===== config.mk =====
export PLATFORM = sky130hd
export DESIGN_NAME = pipe_flow_ctrl
export DESIGN_NICKNAME = d
export VERILOG_FILES = /design/src/rtl/pipe_flow_ctrl.sv
export SDC_FILE = /design/constraint.sdc
export NUM_CORES = 1
export LEC_CHECK = 0
export ABC_AREA = 1
export BUFFER_PORTS_ARGS = -buffer_cell sky130_fd_sc_hd__buf_2
export CELL_PAD_IN_SITES_DETAIL_PLACEMENT = 2
export CELL_PAD_IN_SITES_GLOBAL_PLACEMENT = 2
export CORE_MARGIN = 1.5
export CORE_UTILIZATION = 22
export DETAILED_ROUTE_END_ITERATION = 8
export GPL_ROUTABILITY_DRIVEN = 0
export PLACE_DENSITY_LB_ADDON = 0.1
export SYNTH_ARGS = -nofsm -noshare
export SYNTH_HDL_FRONTEND = slang
export SYNTH_SLANG_ARGS = --single-unit

===== constraint.sdc =====
create_clock -name clk -period 2.1 [get_ports clk]
set_clock_uncertainty 0.05 [all_clocks]
set_input_delay 0.42 -clock clk [delete_from_list [all_inputs] [get_ports clk]]
set_output_delay 0.42 -clock clk [all_outputs]
set_load 0.05 [all_outputs]

===== src/rtl/pipe_flow_ctrl.sv =====
// Pipeline flow controller: load-use/jump/memory-wait hold and flush strobes plus a memory-timeout
// watchdog. Optional stall-cycle counter is built when PIPE_FLOW_CTRL_STALL_CNT_EN is defined.
module pipe_flow_ctrl #(
   parameter int unsigned MEM_TO_CYCLES = 255,
   parameter int unsigned TO_W          = 8
) (
   input  logic        clk,
   input  logic        rst,
   input  logic [4:0]  id_rs1_raddr_i,
   input  logic [4:0]  id_rs2_raddr_i,
   input  logic        id_rs1_re_i,
   input  logic        id_rs2_re_i,
   input  logic        idex_mtype_i,
   input  logic        idex_mem_rw_i,
   input  logic [4:0]  idex_reg_waddr_i,
   input  logic        ex_jump_i,
   input  logic        exmem_mtype_i,
   input  logic        dmem_ready_i,
   input  logic        fault_clr_i,
   output logic        fc_hold_pc_o,
   output logic        fc_hold_ifid_o,
   output logic        fc_hold_idex_o,
   output logic        fc_bk_exmem_o,
   output logic        fc_flush_ifid_o,
   output logic        fc_flush_idex_o,
   output logic        fc_flush_exmem_o,
   output logic        fc_flush_memwb_o,
   output logic        fc_mem_err_o,
   output logic        fc_fault_o,
   output logic [31:0] fc_stall_cnt_o
);

   typedef enum logic [1:0] {StRun, StMemWait, StFault} state_e;

   localparam logic [TO_W-1:0] ToLimit = TO_W'(MEM_TO_CYCLES);
   localparam logic [TO_W-1:0] ToOne   = TO_W'(1);

   state_e          state_q, state_d;
   logic [TO_W-1:0] to_cnt_q, to_cnt_d;
   logic [TO_W-1:0] to_next;
   logic            mem_stall, load_use, rs1_hit, rs2_hit;

   assign mem_stall = exmem_mtype_i & ~dmem_ready_i;
   assign rs1_hit   = id_rs1_re_i & (id_rs1_raddr_i == idex_reg_waddr_i);
   assign rs2_hit   = id_rs2_re_i & (id_rs2_raddr_i == idex_reg_waddr_i);
   assign load_use  = idex_mtype_i & ~idex_mem_rw_i & (idex_reg_waddr_i != 5'd0) &
                      (rs1_hit | rs2_hit);

   always_ff @(posedge clk or posedge rst) begin
      if (rst) begin
         state_q  <= StRun;
         to_cnt_q <= '0;
      end else begin
         state_q  <= state_d;
         to_cnt_q <= to_cnt_d;
      end
   end

   always_comb begin
      state_d          = state_q;
      to_cnt_d         = to_cnt_q;
      to_next          = '0;
      fc_hold_pc_o     = 1'b0;
      fc_hold_ifid_o   = 1'b0;
      fc_hold_idex_o   = 1'b0;
      fc_bk_exmem_o    = 1'b0;
      fc_flush_ifid_o  = 1'b0;
      fc_flush_idex_o  = 1'b0;
      fc_flush_exmem_o = 1'b0;
      fc_flush_memwb_o = 1'b0;
      fc_mem_err_o     = 1'b0;
      fc_fault_o       = 1'b0;
      unique case (state_q)
         StRun, StMemWait: begin
            if (mem_stall) begin
               fc_hold_pc_o     = 1'b1;
               fc_hold_ifid_o   = 1'b1;
               fc_hold_idex_o   = 1'b1;
               fc_bk_exmem_o    = 1'b1;
               fc_flush_memwb_o = 1'b1;
               // to_next is the number of stall cycles seen including this one
               if (state_q == StRun) begin
                  to_next = ToOne;
               end else if (to_cnt_q == '1) begin
                  to_next = to_cnt_q;
               end else begin
                  to_next = to_cnt_q + ToOne;
               end
               to_cnt_d = to_next;
               if (to_next >= ToLimit) begin
                  fc_mem_err_o = 1'b1;
                  state_d      = StFault;
               end else begin
                  state_d = StMemWait;
               end
            end else begin
               state_d  = StRun;
               to_cnt_d = '0;
               if (ex_jump_i) begin
                  fc_flush_ifid_o = 1'b1;
                  fc_flush_idex_o = 1'b1;
               end else if (load_use) begin
                  fc_hold_pc_o    = 1'b1;
                  fc_hold_ifid_o  = 1'b1;
                  fc_flush_idex_o = 1'b1;
               end
            end
         end
         StFault: begin
            fc_hold_pc_o     = 1'b1;
            fc_flush_ifid_o  = 1'b1;
            fc_flush_idex_o  = 1'b1;
            fc_flush_exmem_o = 1'b1;
            fc_flush_memwb_o = 1'b1;
            fc_fault_o       = 1'b1;
            if (fault_clr_i) begin
               state_d  = StRun;
               to_cnt_d = '0;
            end
         end
         default: begin
            state_d  = StRun;
            to_cnt_d = '0;
         end
      endcase
      // Reset silences every strobe immediately, even with hazard inputs still active
      if (rst) begin
         fc_hold_pc_o     = 1'b0;
         fc_hold_ifid_o   = 1'b0;
         fc_hold_idex_o   = 1'b0;
         fc_bk_exmem_o    = 1'b0;
         fc_flush_ifid_o  = 1'b0;
         fc_flush_idex_o  = 1'b0;
         fc_flush_exmem_o = 1'b0;
         fc_flush_memwb_o = 1'b0;
         fc_mem_err_o     = 1'b0;
         fc_fault_o       = 1'b0;
      end
   end

`ifdef PIPE_FLOW_CTRL_STALL_CNT_EN
   logic [31:0] stall_cnt_q;

   always_ff @(posedge clk or posedge rst) begin
      if (rst) begin
         stall_cnt_q <= '0;
      end else if (fc_hold_pc_o && (stall_cnt_q != 32'hFFFF_FFFF)) begin
         stall_cnt_q <= stall_cnt_q + 32'd1;
      end
   end

   assign fc_stall_cnt_o = stall_cnt_q;
`else
   assign fc_stall_cnt_o = 32'd0;
`endif

endmodule


==> results of run 1 <==
cells in the final DEF (no fill, tap or decap), drive strengths merged, types with 4 or more instances in the layout:
cell | synthesis | final
buf | 35 | 59
clkbuf | 0 | 4
conb | 1 | 32
dfrtp | 10 | 10
inv | 22 | 21
nand2 | 36 | 36
nand3 | 24 | 24
nand4 | 4 | 4
nor2 | 23 | 23
o21ai | 8 | 8
xor2 | 5 | 5
per-stage QoR:
step                      std cells  utilization
after global placement          300        0.277
after global routing            310        0.311
after CTS                       308        0.302
after floorplan                 210            -
final                           310        0.311
after detailed placement        300        0.277
state kept, by name, indices dropped and copies added (netlist names):
name and flops:
to_cnt_q 8, state_q 2
area by class of cell:
cell class                      instances  area (um2)
Sequential cell                        10         251
Fill cell                             681        3750
Multi-Input combinational cell        143         831
Inverter                               22        86.3
Clock buffer                            4        55.1
Timing Repair Buffer                   59         377
Tap cell                               72        90.1
critical path, delay by kind of cell, from the launching register on:
kind / cells / cell delay [ns]
and+or+nand+nor: 7 / 0.85
DFF: 1 / 0.41
buffers and inverters: 3 / 0.37
layer usage:
| layer | track usage | vias to the layer above |
|---|---|---|
| met5 | 0 | - |
| met2 | 0.283 | 40 |
| met1 | 0.168 | 631 |
| met4 | 0.0436 | 0 |
| met3 | 0.0176 | 5 |
| li1 | - | 618 |
kinds of logic (layout without fill, tap and decap cells):
kind of cell             count (synthesis)  after routing  synth area share
other                                    1             32           0.00305
flip-flops                              10             10             0.203
AND/OR/NAND/NOR                         90             90             0.390
buffers and inverters                   57             85             0.281
XOR/XNOR                                 8              8            0.0570
adder cells (fa/ha/maj)                  1              1            0.0102
AO/OA/AOI/OAI                           12             12            0.0559
power by group through the flow:
stage	sequential (W)	clock (W)	combinational, W
after global routing	0.000197	0.000271	0.000280
final	0.000197	0.000259	0.000263
after detailed placement	0.000200	0	0.000254
after floorplan	0.000200	0	0.000243
after global placement	0.000200	0	0.000249
after CTS	0.000196	0.000263	0.000258
what timing repair did:
item | 4_1_cts | 5_1_grt
resized for setup | 11 | 9
hold buffers | 0 | 0
pin swaps | 10 | 8
hold endpoints to repair | 0 | 0
setup buffers | 4 | 2
gates cloned | 0 | 0
setup endpoints to repair | 1 | 3
how the worst max path moves through the flow:
stage                              end  slack (ns)  cells after the start
final                     fc_mem_err_o       -0.25                     10
after global routing      fc_mem_err_o       -0.36                     11
after CTS                 fc_mem_err_o       -0.24                     10
after detailed placement  fc_mem_err_o       -0.14                     11
after global placement    fc_mem_err_o       -0.07                     11
after floorplan           fc_mem_err_o       -0.03                      5
==> flow_metrics.py, run 1 <==
metrics = {
    "run_status": {
        "status": "finished, violations left",
        "violations": "setup timing",
    },
    "finish": {
        "antenna_cells": 0,
        "drive_above_1_share": 0.399,
        "finish.instance_area_um2": 1690,
        "area_growth_pct": 37.4,
        "layout.nets": 265,
    },
    "timing": {
        "min_period_ns": 2.35,
        "rsz0062_at_grt": "true",
        "finalWorstSetupSlack_ns": -0.246,
        "final-setup-viol-count": 1,
        "fin_tns_setup_ns": -0.246,
        "hold_viol": 0,
        "final_max_slew_viol_count": 0,
        "holdWs_ns": 0.167,
        "fmax_mhz": 426,
        "post-route-period-util": 1.12,
    },
    "logic_synthesis": {
        "yosys_warnings": 0,
        "synth.top_cell.area_share": 0.214,
        "synth_cells": 179,
        "post-synth-top-area-cell": "buf_4",
        "ys_seq_area_frac": 0.203,
        "avgSynthCellArea_um2": 6.87,
        "netlist_top_cells_area": "buf_4, dfrtp_1, nand2_1",
        "synth_edf_count": 0,
        "synth.most_common_cell": "buf_4",
        "yosysUniqueCellTypes": 26,
        "ys_seq_elements": 10,
        "netlist_area_um2": 1230,
        "ys.flop_type": "dfrtp_1",
        "synth_commonest_cells": "buf_4, nand2_1, inv_1",
        "synth-async-reset-ratio": 1.00,
    },
    "drt": {
        "drt-initial-drc-count": 10,
        "detail_route.wl_per_cell_um": 14.0,
        "postRouteAntennaNets": 0,
        "via_per_inst": 4.17,
        "drt_pass1_iterations": 3,
        "dr_total_vias": 1294,
        "drt-met1-wl_um": 1730,
        "highest_layer": "met4",
        "routed-wl-met3_um": 201,
        "wirelength_um": 4340,
        "drc_errors": 0,
        "wl_met2_um": 2360,
    },
    "die": {
        "fp.coreArea_um2": 5440,
        "start_util": 0.226,
        "dieArea_um2": 6050,
        "num_rows": 27,
        "ios": 67,
        "fp.dieW_um": 77.8,
        "dieHeight_um": 77.8,
    },
    "worst_setup_path": {
        "r2r-start": "to_cnt_q[0]",
        "worstSetupStartpoint": "to_cnt_q[0]",
        "cp.required_ns": 1.63,
        "start_kind": "flip-flop",
        "cpPeakStageDelay_ns": 0.41,
        "r2r_slack_ns": 0.42,
        "crit_chain": "buf_6, clkinvlp_4, nor2_4, nand3_2, nand3_4, nand3_4, nor2_4, nand2_2, nor2_4, buf_8",
        "crit_slowest_cell": "dfrtp_1",
        "crit_top_cell": "nor2_4",
        "reg2reg_depth": 11,
        "worstPathMaxFanout": 5,
        "end_kind": "primary output",
        "r2r_end": "state_q[1]",
        "arrival_ns": 1.88,
        "crit_type": "flip-flop to primary output",
    },
    "clock_tree": {
        "tritoncts": "built",
        "htreeDepth": 1,
        "clock_latency_ns": 0.25,
        "clk_pin_slew_ns": 0.05,
        "clock-sinks": 10,
        "clock_path_buffers": 2,
        "cts_inserted_buffers": 3,
        "root_buffer": "clkbuf_8",
    },
    "power_and_ir_drop": {
        "ir_worst_vdd_v": 0.000134,
        "power.internal_w": 0.000416,
        "comb_power_share": 0.366,
        "power_leakage_nw": 0.929,
        "power_switching_w": 0.000303,
        "power_density_nw_per_um2": 425,
        "p_total_w": 0.000719,
        "pwr-share-seq": 0.274,
        "p_sw_frac": 0.422,
        "pwr-share-clk": 0.360,
    },
    "worst_hold_path": {
        "hold_class": "input port to asynchronous set/reset pin",
    },
    "grt": {
        "grt_first_pass_wirelength_um": 7090,
        "grt_pass1_vias": 1376,
        "grt_use_total": 0.148,
        "antenna_found_initial": 0,
        "grt_start_max_net_pins": 10,
        "overflow": 0,
    },
    "run": {
        "maxCapViolations": 0,
    },
    "placed_design": {
        "dpl_cell_area_um2": 1510,
        "dp_slack_ns": -0.136,
        "dp_hpwl_um": 3460,
        "portBuffers": 34,
    },
}
Note: power is estimated with default switching activity, not from simulation.
==> inputs of run 2 (changes only) <==
--- a/config.mk
+++ b/config.mk
@@ -9,6 +9,7 @@
 export BUFFER_PORTS_ARGS = -buffer_cell sky130_fd_sc_hd__buf_2
 export CELL_PAD_IN_SITES_DETAIL_PLACEMENT = 2
 export CELL_PAD_IN_SITES_GLOBAL_PLACEMENT = 2
+export CORE_ASPECT_RATIO = 1.2
 export CORE_MARGIN = 1.5
 export CORE_UTILIZATION = 22
 export DETAILED_ROUTE_END_ITERATION = 8
==> flow_metrics.py, run 2 (synthesized netlist as in run 1, its figures left out) <==
metrics = {
    "run_status": {
        "status": "finished, violations left",
        "violations": "setup timing",
    },
    "grt": {
        "grt_pass1_vias": 1385,
        "grt_use_total": 0.135,
        "overflow": 0,
        "grt_first_pass_wirelength_um": 6520,
        "antenna_found_initial": 0,
        "grt_start_max_net_pins": 10,
    },
    "finish": {
        "nFillCells": 673,
        "fin_util": 0.309,
        "finish.instance_area_um2": 1650,
        "layout.nets": 263,
        "largest_register": "to_cnt_q",
        "largest_reg_flops": 8,
        "antenna_cells": 0,
        "largestRegisters": "to_cnt_q x8, state_q x2",
        "final_cell_mix": "conb_1, buf_2, nand2_1",
        "layout_commonest_cell": "conb_1",
        "ff_latch_area_um2": 251,
        "drive_above_1_share": 0.413,
        "area_growth_pct": 33.9,
        "multi_input_area_um2": 828,
    },
    "worst_setup_path": {
        "r2r-start": "to_cnt_q[0]",
        "start_kind": "flip-flop",
        "crit_type": "flip-flop to primary output",
        "end_kind": "primary output",
        "arrival_ns": 1.89,
        "cp.required_ns": 1.63,
        "r2r_end": "state_q[1]",
        "worstPathMaxFanout": 7,
        "r2r_slack_ns": 0.28,
        "crit_chain": "ha_4, nand2_4, nor2_4, nand2_4, nand2_1, nand2_2, nand3_2, nor2_2, nand2_2, nor2_4, buf_8",
        "cpPeakStageDelay_ns": 0.43,
        "crit_slowest_cell": "dfrtp_2",
        "reg2reg_depth": 12,
    },
    "clock_tree": {
        "clock_latency_ns": 0.23,
        "clock-sinks": 10,
        "clk_pin_slew_ns": 0.05,
        "cts-hold-fix-buffers": 0,
        "htreeDepth": 1,
        "tritoncts": "built",
        "clock_path_buffers": 2,
        "cts_inserted_buffers": 3,
        "root_buffer": "clkbuf_8",
    },
    "die": {
        "fp.dieW_um": 71.3,
        "dieArea_um2": 6050,
        "dieHeight_um": 84.9,
        "start_util": 0.231,
        "ios": 67,
        "fp.coreArea_um2": 5330,
        "num_rows": 29,
    },
    "timing": {
        "min_period_ns": 2.36,
        "final_max_slew_viol_count": 0,
        "holdWs_ns": 0.172,
        "final-setup-viol-count": 1,
        "rsz0062_at_grt": "true",
        "fmax_mhz": 424,
        "finalWorstSetupSlack_ns": -0.260,
        "hold_viol": 0,
        "post-route-period-util": 1.12,
    },
    "power_and_ir_drop": {
        "power_density_nw_per_um2": 404,
        "p_total_w": 0.000666,
        "power_leakage_nw": 0.908,
        "ir_worst_vdd_v": 0.000252,
    },
    "drt": {
        "via_per_inst": 4.28,
        "wirelength_um": 4260,
        "drt-initial-drc-count": 17,
        "drc_errors": 0,
        "postRouteAntennaNets": 0,
        "dr_total_vias": 1270,
        "detail_route.wl_per_cell_um": 14.3,
        "drt_pass1_iterations": 3,
    },
    "run": {
        "maxCapViolations": 0,
    },
    "placed_design": {
        "dpl_cell_area_um2": 1470,
        "portBuffers": 34,
        "dp_slack_ns": -0.109,
        "dp_hpwl_um": 3480,
    },
    "worst_hold_path": {
        "hold_class": "input port to asynchronous set/reset pin",
    },
}
run 2: changes by cell type in the layout (fill, tap and decap cells not counted):
cell,delta
clkbuf_4,+1
nand3_2,+6
nand3_1,-3
buf_4,-3
nand3_4,-3
nand2_2,+2
nand2_1,-2
clkbuf_8,-1
run 2: power breakdown:
group          internal, W  leakage (nW)  total (W)  switching [W]
Sequential        0.000195         0.136   0.000198     0.00000220
Combinational    0.0000555         0.750   0.000266       0.000210
Clock             0.000126        0.0216   0.000202      0.0000766
Total             0.000377         0.908   0.000666       0.000289
run 2: cell type report:
| type | instances | area share |
|---|---|---|
| well taps | 62 | 0.0471 |
| repair buffers | 57 | 0.220 |
| flip-flops and latches | 10 | 0.153 |
| inverters | 22 | 0.0524 |
| multi-input cells | 143 | 0.503 |
| clock buffers | 3 | 0.0251 |
run 2: how the worst max path moves through the flow:
| stage | from | to | slack [ns] |
|---|---|---|---|
| after CTS | to_cnt_q[1] | fc_mem_err_o | -0.23 |
| after global routing | to_cnt_q[0] | fc_mem_err_o | -0.35 |
| after global placement | to_cnt_q[0] | fc_mem_err_o | -0.02 |
| final | to_cnt_q[1] | fc_mem_err_o | -0.26 |
| after detailed placement | to_cnt_q[0] | fc_mem_err_o | -0.11 |
| after floorplan | rst | fc_mem_err_o | -0.03 |
run 2: metal layers:
metal | track usage | vias to the layer above | wire (um)
met4 | 0.0377 | 0 | 47
met1 | 0.142 | 605 | 1650
met2 | 0.269 | 43 | 2360
met5 | 0 | - | 0
met3 | 0.0190 | 7 | 204
li1 | - | 615 | -
run 2: metrics by stage:
stage | std cells | setup TNS, ns
after global placement | 287 | -0.0195
final | 297 | -0.260
after global routing | 297 | -0.354
after detailed placement | 287 | -0.109
after floorplan | 210 | -0.0290
after CTS | 291 | -0.228
run 2: critical path, delay by kind of cell, from the launching register on:
| kind | cells | cell delay [ns] |
|---|---|---|
| flops | 1 | 0.43 |
| simple gates | 9 | 0.88 |
| fa+ha+maj | 1 | 0.18 |
| buf+inv | 1 | 0.15 |
run 2: what timing repair did:
item	4_1_cts	5_1_grt
pin swaps	1	8
buffers inserted	1	6
hold endpoints to repair	0	0
gates resized for setup	4	17
setup endpoints to repair	1	3
gates cloned	0	0
==> inputs of run 3 (changes only) <==
==> config.mk (replaced) <==
export PLATFORM = sky130hd
export DESIGN_NAME = pipe_flow_ctrl
export DESIGN_NICKNAME = d
export VERILOG_FILES = /design/src/rtl/pipe_flow_ctrl.sv
export SDC_FILE = /design/constraint.sdc
export NUM_CORES = 1
export LEC_CHECK = 0
export ABC_AREA = 1
export BUFFER_PORTS_ARGS = -buffer_cell sky130_fd_sc_hd__clkbuf_2
export CELL_PAD_IN_SITES_DETAIL_PLACEMENT = 2
export CELL_PAD_IN_SITES_GLOBAL_PLACEMENT = 2
export CORE_ASPECT_RATIO = 1.2
export CORE_MARGIN = 1.5
export CORE_UTILIZATION = 24
export DETAILED_ROUTE_END_ITERATION = 8
export GPL_ROUTABILITY_DRIVEN = 0
export PLACE_DENSITY = 0.84
export SYNTH_ARGS = -nofsm -noshare
export SYNTH_HDL_FRONTEND = slang
export SYNTH_SLANG_ARGS = --single-unit
==> constraint.sdc (replaced) <==
create_clock -name clk -period 2.8 [get_ports clk]
set_clock_uncertainty 0.05 [all_clocks]
set_input_delay 0.56 -clock clk [delete_from_list [all_inputs] [get_ports clk]]
set_output_delay 0.56 -clock clk [all_outputs]
set_load 0.05 [all_outputs]
==> flow_metrics.py, run 3 (synthesized netlist as in run 1, its figures left out) <==
metrics = {
    "timing": {
        "final_max_slew_viol_count": 0,
        "rsz0062_at_grt": "false",
        "final-setup-viol-count": 0,
        "post-route-period-util": 0.936,
        "fin_tns_setup_ns": 0,
        "holdWs_ns": 0.214,
        "hold_viol": 0,
        "min_period_ns": 2.62,
        "fmax_mhz": 382,
    },
    "grt": {
        "grt_start_max_net_pins": 11,
        "antenna_found_initial": 0,
        "overflow": 0,
        "grt_pass1_vias": 1177,
        "grt_first_pass_wirelength_um": 5490,
        "grt_use_total": 0.134,
    },
    "clock_tree": {
        "cts_inserted_buffers": 3,
        "clk_pin_slew_ns": 0.05,
        "htreeDepth": 1,
        "postCtsSetupBuffers": 0,
        "post_cts_resized": 0,
        "clock_latency_ns": 0.24,
        "root_buffer": "clkbuf_8",
        "clock_path_buffers": 2,
        "cts-hold-fix-buffers": 0,
        "tritoncts": "built",
        "clock-sinks": 10,
    },
    "worst_setup_path": {
        "end_kind": "primary output",
        "reg2reg_depth": 10,
        "r2r-start": "to_cnt_q[0]",
        "r2r_slack_ns": 1.16,
        "worstPathMaxFanout": 7,
        "cp.required_ns": 2.19,
        "r2r_end": "state_q[1]",
        "crit_type": "flip-flop to primary output",
        "arrival_ns": 2.01,
        "start_kind": "flip-flop",
        "worstSetupStartpoint": "to_cnt_q[0]",
    },
    "die": {
        "dieHeight_um": 81.4,
        "num_rows": 28,
        "fp.dieW_um": 68.4,
        "ios": 67,
        "fp.coreArea_um2": 4940,
        "start_util": 0.249,
        "dieArea_um2": 5570,
    },
    "run_status": {
        "status": "finished, final reports clean",
    },
    "drt": {
        "wirelength_um": 3570,
        "dr_total_vias": 1163,
        "postRouteAntennaNets": 0,
        "drc_errors": 0,
        "drt_pass1_iterations": 3,
        "drt-initial-drc-count": 20,
        "via_per_inst": 4.26,
        "detail_route.wl_per_cell_um": 13.1,
    },
    "placed_design": {
        "dp_hpwl_um": 3040,
        "portBuffers": 34,
    },
    "power_and_ir_drop": {
        "power_leakage_nw": 0.780,
        "ir_worst_vdd_v": 0.000207,
        "power_density_nw_per_um2": 347,
    },
    "finish": {
        "drive_above_1_share": 0.282,
        "layout.nets": 241,
        "largest_register": "to_cnt_q",
        "final_cell_mix": "nand2_1, clkbuf_2, conb_1",
        "largestRegisters": "to_cnt_q x8, state_q x2",
        "largest_reg_flops": 8,
        "area_growth_pct": 12.6,
        "antenna_cells": 0,
    },
    "run": {
        "maxCapViolations": 0,
    },
    "worst_hold_path": {
        "hold_class": "input port to asynchronous set/reset pin",
    },
}
-- run 3: final cells by class --
class / instances / area [um2]
Fill cell: 626 / 3550
Multi-Input combinational cell: 143 / 756
Sequential cell: 10 / 250
Timing Repair Buffer: 35 / 180
Inverter: 22 / 82.6
Tap cell: 60 / 75.1
Clock buffer: 3 / 41.3
-- run 3: routing by layer --
metal,vias to the layer above,wire length (um),track usage
met4,0,51,0.0540
li1,566,-,-
met5,-,0,0
met2,40,2050,0.264
met3,4,175,0.0151
met1,553,1300,0.138
-- run 3: worst max-delay path by stage --
stage	endpoint	slack (ns)	cells past startpoint
2_1_floorplan	fc_mem_err_o	0.11	5
3_3_place_gp	fc_mem_err_o	0.43	11
3_5_place_dp	fc_mem_err_o	0.40	11
4_1_cts	fc_mem_err_o	0.13	10
5_1_grt	fc_mem_err_o	0.0008	10
6_report	fc_mem_err_o	0.18	11
-- run 3: critical path: stages, from the launching register on --
cell	delay, ns
dfrtp_1	0.40
ha_1	0.25
nand2_2	0.13
nor2_4	0.06
nand2_4	0.12
nand2_1	0.06
nand2_1	0.09
nand3_1	0.10
nor2_2	0.15
nand2_1	0.09
nor2_2	0.09
clkbuf_4	0.24
-- run 3: through the flow --
stage	total power, W	instance area (um2)	util	setup slack, ns	instances
2_1_floorplan	0.000331	1350	-	0.112	210
3_5_place_dp	0.000332	1340	0.272	0.400	270
4_1_cts	0.000485	1380	0.280	0.132	273
3_3_place_gp	0.000329	1340	0.272	0.431	270
6_report	0.000481	1390	0.280	0.180	273
5_1_grt	0.000511	1390	0.280	0.000828	273
-- run 3: power breakdown --
| part | internal, W | leakage [nW] | switching [W] |
|---|---|---|---|
| logic | 0.0000306 | 0.621 | 0.000150 |
| clock network | 0.0000942 | 0.0216 | 0.0000568 |
| registers | 0.000147 | 0.138 | 0.00000196 |
